### src/rtl/vrc_seq.sv
// vrc_seq: round-robin shot sequencer feeding the vrc curve generator.
// Optional per-channel window decimation: define VRC_SEQ_DECIM_EN.
module vrc_seq #(
  parameter int CH_NUM = 4,
  parameter int CH_W   = 2
) (
  input  logic            clk,
  input  logic            rst_n,
  input  logic            i_trig,
  input  logic            i_cfg_we,
  input  logic [CH_W-1:0] i_cfg_ch,
  input  logic [2:0]      i_cfg_addr,
  input  logic [19:0]     i_cfg_data,
  output logic            o_sync,
  output logic            o_process,
  output logic [10:0]     o_start_amp,
  output logic [9:0]      o_amp_porch,
  output logic [19:0]     o_ainc_one,
  output logic [19:0]     o_ainc_two,
  output logic [15:0]     o_vrc_len,
  output logic [CH_W-1:0] o_ch,
  output logic            o_busy,
  output logic            o_done,
  output logic            o_trig_miss
);

  typedef enum logic [2:0] {
    IDLE, LOAD, SYNC, DELAY, RUN, DONE
  } state_t;

  localparam logic [CH_W:0] CH_LIM =
    (CH_W+1)'(CH_NUM);
  localparam logic [CH_W-1:0] CH_LAST =
    CH_W'(CH_NUM - 1);

  state_t state, state_nx;

  logic [10:0] b_amp [CH_NUM];
  logic [9:0]  b_por [CH_NUM];
  logic [19:0] b_ai1 [CH_NUM];
  logic [19:0] b_ai2 [CH_NUM];
  logic [15:0] b_len [CH_NUM];
  logic [15:0] b_dly [CH_NUM];
  logic [15:0] b_win [CH_NUM];

  logic [15:0] dly_cnt;
  logic [15:0] win_cnt;
  logic        miss_q;
  logic        wr_ok;

  assign wr_ok = i_cfg_we &&
                 ({1'b0, i_cfg_ch} < CH_LIM);

`ifdef VRC_SEQ_DECIM_EN
  logic [7:0] b_dec [CH_NUM];
  logic [7:0] sh_dec;
  logic [7:0] ph;
`endif

  // Config bank: writes land at any time, out-of-range ignored.
  always_ff @(posedge clk or negedge rst_n) begin
    if (!rst_n) begin
      for (int i = 0; i < CH_NUM; i++) begin
        b_amp[i] <= '0;
        b_por[i] <= '0;
        b_ai1[i] <= '0;
        b_ai2[i] <= '0;
        b_len[i] <= '0;
        b_dly[i] <= '0;
        b_win[i] <= '0;
`ifdef VRC_SEQ_DECIM_EN
        b_dec[i] <= '0;
`endif
      end
    end else if (wr_ok) begin
      case (i_cfg_addr)
        3'd0: b_amp[i_cfg_ch] <= i_cfg_data[10:0];
        3'd1: b_por[i_cfg_ch] <= i_cfg_data[9:0];
        3'd2: b_ai1[i_cfg_ch] <= i_cfg_data;
        3'd3: b_ai2[i_cfg_ch] <= i_cfg_data;
        3'd4: b_len[i_cfg_ch] <= i_cfg_data[15:0];
        3'd5: b_dly[i_cfg_ch] <= i_cfg_data[15:0];
        3'd6: b_win[i_cfg_ch] <= i_cfg_data[15:0];
`ifdef VRC_SEQ_DECIM_EN
        3'd7: b_dec[i_cfg_ch] <= i_cfg_data[7:0];
`endif
        default: ;
      endcase
    end
  end

  // State register.
  always_ff @(posedge clk or negedge rst_n) begin
    if (!rst_n) state <= IDLE;
    else        state <= state_nx;
  end

  // Next-state decode; counters hold the cycles still to go.
  always_comb begin
    state_nx = state;
    unique case (state)
      IDLE:  if (i_trig) state_nx = LOAD;
      LOAD:  state_nx = SYNC;
      SYNC: begin
        if (dly_cnt != '0)      state_nx = DELAY;
        else if (win_cnt != '0) state_nx = RUN;
        else                    state_nx = DONE;
      end
      DELAY: begin
        if (dly_cnt == 16'd1)
          state_nx = (win_cnt != '0) ? RUN : DONE;
      end
      RUN:   if (win_cnt == 16'd1) state_nx = DONE;
      DONE:  state_nx = IDLE;
      default: state_nx = IDLE;
    endcase
  end

  // Shadow load, counters, channel rotation, miss flag.
  always_ff @(posedge clk or negedge rst_n) begin
    if (!rst_n) begin
      o_start_amp <= '0;
      o_amp_porch <= '0;
      o_ainc_one  <= '0;
      o_ainc_two  <= '0;
      o_vrc_len   <= '0;
      o_ch        <= '0;
      dly_cnt     <= '0;
      win_cnt     <= '0;
      miss_q      <= 1'b0;
    end else begin
      miss_q <= i_trig && (state != IDLE);
      unique case (state)
        LOAD: begin
          o_start_amp <= b_amp[o_ch];
          o_amp_porch <= b_por[o_ch];
          o_ainc_one  <= b_ai1[o_ch];
          o_ainc_two  <= b_ai2[o_ch];
          o_vrc_len   <= b_len[o_ch];
          dly_cnt     <= b_dly[o_ch];
          win_cnt     <= b_win[o_ch];
        end
        DELAY: dly_cnt <= dly_cnt - 16'd1;
        RUN:   win_cnt <= win_cnt - 16'd1;
        DONE: begin
          if (o_ch == CH_LAST) o_ch <= '0;
          else                 o_ch <= o_ch + 1'b1;
        end
        default: ;
      endcase
    end
  end

`ifdef VRC_SEQ_DECIM_EN
  // Decimation phase: pulse on RUN entry, then every decim+1.
  always_ff @(posedge clk or negedge rst_n) begin
    if (!rst_n) begin
      sh_dec <= '0;
      ph     <= '0;
    end else begin
      if (state == LOAD) sh_dec <= b_dec[o_ch];
      if (state != RUN)     ph <= '0;
      else if (ph == sh_dec) ph <= '0;
      else                  ph <= ph + 8'd1;
    end
  end

  assign o_process = (state == RUN) && (ph == '0);
`else
  assign o_process = (state == RUN);
`endif

  assign o_sync      = (state == SYNC);
  assign o_busy      = (state != IDLE);
  assign o_done      = (state == DONE);
  assign o_trig_miss = miss_q;

endmodule

### config.mk
export PLATFORM = sky130hd
export DESIGN_NAME = vrc_seq
export DESIGN_NICKNAME = d
export VERILOG_FILES = /design/src/rtl/vrc_seq.sv
export SDC_FILE = /design/constraint.sdc
export NUM_CORES = 1
export LEC_CHECK = 0
export CORE_ASPECT_RATIO = 1.1
export CORE_UTILIZATION = 60
export DETAILED_ROUTE_END_ITERATION = 7
export GPL_TIMING_DRIVEN = 0
export PLACE_DENSITY = 0.82
export SLEW_MARGIN = 10
export SYNTH_ARGS = -nofsm -noshare
export SYNTH_HDL_FRONTEND = slang
export SYNTH_SLANG_ARGS = --single-unit
### constraint.sdc
create_clock -name clk -period 3.1 [get_ports clk]
set_input_delay 0.465 -clock clk [delete_from_list [all_inputs] [get_ports clk]]
set_output_delay 0.465 -clock clk [all_outputs]
set_load 0.02 [all_outputs]
==> summary.md <==
| Metric | Value |
|---|---|
| Post-DP HPWL | 40.65 mm |
| Post-Synthesis Cells | 1716 |
| Vias per inst | 6.247 |
| RSZ-0062 raised after global routing | no |
| Final wirelength | 60.73 mm |
| Peak supply drop | 0.5494 mV |
| Min setup slack post-route | 0.1790 ns |
| Setup crit start kind | register |
| Placer Congestion | 0.8978 |
| Critical path required time | 2.63 ns |
| Final worst-path cycle share | 94.22% |
| Setup CP Type | reg -> out |
| Cell Rows | 76 |
| Cts bufs inserted | 53 |
| Top cell type's share of synthesized area | 57.25% |
| # clock sinks | 551 |
| Tot GR Track Use | 31.31% |
| First-pass iteration count of the detailed router | 7 |
| Max Cap Violations | 0 |
| Commonest non-fill, non-tap cell in the layout | dfrtp_1 |
| TritonCTS clock tree | yes |
| Via Count | 15.17k |
| Setup WS pre-CTS | -0.1614 ns |
| Fmax | 342.4 MHz |
| Post-synth top area cell | dfrtp_1 |
| Pwr dens | 890.1 nW/µm² |
| Die Y | 212.1 µm |
| Iter 0 DRT Violations | 1132 |
| Total global routing overflow | 0 |
| Final ANT Viol Nets | 0 |
| Critical Path End Type | primary output |
| I/O pin count | 113 |
| CTS Root Cell | clkbuf_16 |
| Cell Area, Synth | 24080 µm² |
| Status | finished with violations |
| # DRC | 8 |
| Post-synth net total | 1752 |
| Final #Nets | 1907 |
| Worst-path maximum fanout | 13 |
| Fraction of layout cells with a size suffix above 1 | 33.77% |
| Most frequent cells in the layout | 551 x dfrtp_1, 408 x mux2_2, 278 x nand2_1 |
| Largest net degree at the start of global routing | 117 |
| Failing checks | design-rule violations |
| Clk slew on worst S/H paths | 0.06 ns |
| Die Width | 193.0 µm |
| Port Buffers | 95 |
| Setup Skew | 0.01748 ns |
| Sequential area share after synthesis | 57.25% |
| Main flop type after synthesis | dfrtp_1 |
| Syn_area_per_cell | 14.03 µm² |
| Initial Utilization | 61.17% |
| Post-route insts no fill | 2428 |
| Antenna violations before repair | 5 |
| Syn-to-layout area delta | 14.89% |
| P_leak | 12.56 nW |
| Synth area leaders | dfrtp_1 57%, mux2_2 19%, mux4_2 10% |
| Skew-Pair Late Insertion Delay | 0.59 ns |
| CP arrival | 2.46 ns |
| Asr flop ratio synth | 100.0% |
| Routed wire per std cell | 25.01 µm |
| Tightest Pin Transition | 1.195 ns |
| Minimum clock period | 2.921 ns |
| Synthesized flop and latch total | 551 |
| Vias in the first global route | 15.97k |
| Placed cells | 2323 |
| Slew Limit Fails | 0 |
| H-tree levels | 2 |
| First-pass GRT wire length | 94.25 mm |
| Post-synth EDFFs | 0 |
| Total Power Consumption | 24.63 mW |
| Final Hold Fails | 0 |
| Maximum root-to-sink buffer count | 3 |
| DIE AREA | 40940 µm² |
| Final setup TNS | 0 ns |
| Netlist cell types | 52 |
| Slew HR | 20.34% |
| Worst min path class | in -> async |
| CORE AREA | 39370 µm² |
| Endpoints failing setup | 0 |
| Yosys warning count | 0 |
| Number of setup buffers added after CTS | 0 |
## worst max-delay path: stages, from the launching register on
cell and delay, ns:
dfrtp_1 0.36, clkbuf_1 0.20, or3b_4 0.46, clkinvlp_4 0.20
clkdlybuf4s50_1 0.65
## registers in the layout, summed over array words and instances, names as in the netlist
register     count
b_ai1           80
b_ai2           80
b_amp           44
b_dly           64
b_len           64
b_por           40
b_win           64
dly_cnt         16
o_ainc_one      20
o_ainc_two      20
o_amp_porch     10
o_ch             2
o_start_amp     11
o_trig_miss      1
o_vrc_len       16
state            3
win_cnt         16
## Yosys cell counts (all sizes together), types with 4 or more instances
cell,count
dfrtp,551
mux4,109
nand4,4
nor4,7
clkbuf,94
mux2,437
or3,5
buf,38
nand2b,7
nand2,278
mux2i,13
nor2b,7
o21ai,13
nand3,9
nor3,19
a311oi,4
o22ai,12
nor3b,5
nor2,30
ha,7
inv,9
a21oi,21
or4,4
## cell type report
class	count	area, µm²
Multi-Input combinational cell	1024	9742
Sequential cell	551	13790
Fill cell	2593	11700
Tap cell	507	634.4
Clock buffer	75	1531
Clock inverter	25	297.8
Timing Repair Buffer	101	1104
Inverter	9	37.54
Buffer	131	521.8
Antenna cell	5	12.51
## metal layers
layer  up-vias  GRT usage (%)  part of all wire, %  routed length [µm]
li1       6462              -                    -                   -
met1      8008          42.59                   40               24450
met2       536          48.46                   48               29240
met3       162          5.711                  6.3                3816
met4         0          16.57                  5.3                3220
met5         -              0                    0                   0
## logic make-up (layout without fill, tap and decap cells)
group	count (synthesis)	after routing	share of synthesized area [%]
compound gates	71	71	1.886
fa+ha+maj	7	7	0.3637
buf+inv	141	341	2.322
flops	551	551	57.25
mux	559	559	31.17
other cells	0	5	0
simple gates	387	387	7.008
## repair_timing
action,4_1_cts,5_1_grt
endpoints found under the setup margin,6,1
resized for setup,1,1
hold buffers,1,0
endpoints found under the hold margin,66,0
## per-stage QoR
step	hold slack, ns	utilization (%)	instance area, µm²
floorplan	0.1694	-	24080
global placement	0.4599	65.20	25670
detailed placement	0.4611	65.56	25810
CTS	0.4135	70.24	27650
global route	0.4596	70.26	27660
finish	0.4400	70.28	27670
## power breakdown
| group | leakage, nW | internal (mW) | switching [mW] |
|---|---|---|---|
| Combinational | 4.60 | 3.74 | 4.15 |
| Clock | 0.904 | 3.96 | 2.79 |
| Sequential | 7.05 | 8.91 | 1.07 |
| Total | 12.6 | 16.6 | 8.02 |
## path summary, 6_finish.rpt
check                               from              to  slack, ns  cells after the start
min in group clk           i_cfg_addr[0]       b_amp[10]       0.44                      3
max in group asynchronous          rst_n   o_ainc_two[6]       1.25                      4
max reg2reg                     state[0]  o_ainc_two[16]       0.20                      6
min reg2reg                 o_vrc_len[5]    o_vrc_len[5]       0.47                      2
min                                rst_n    o_vrc_len[4]       0.44                      2
max                             state[1]       o_process       0.18                      4
Power figures use the tool's default switching activity.
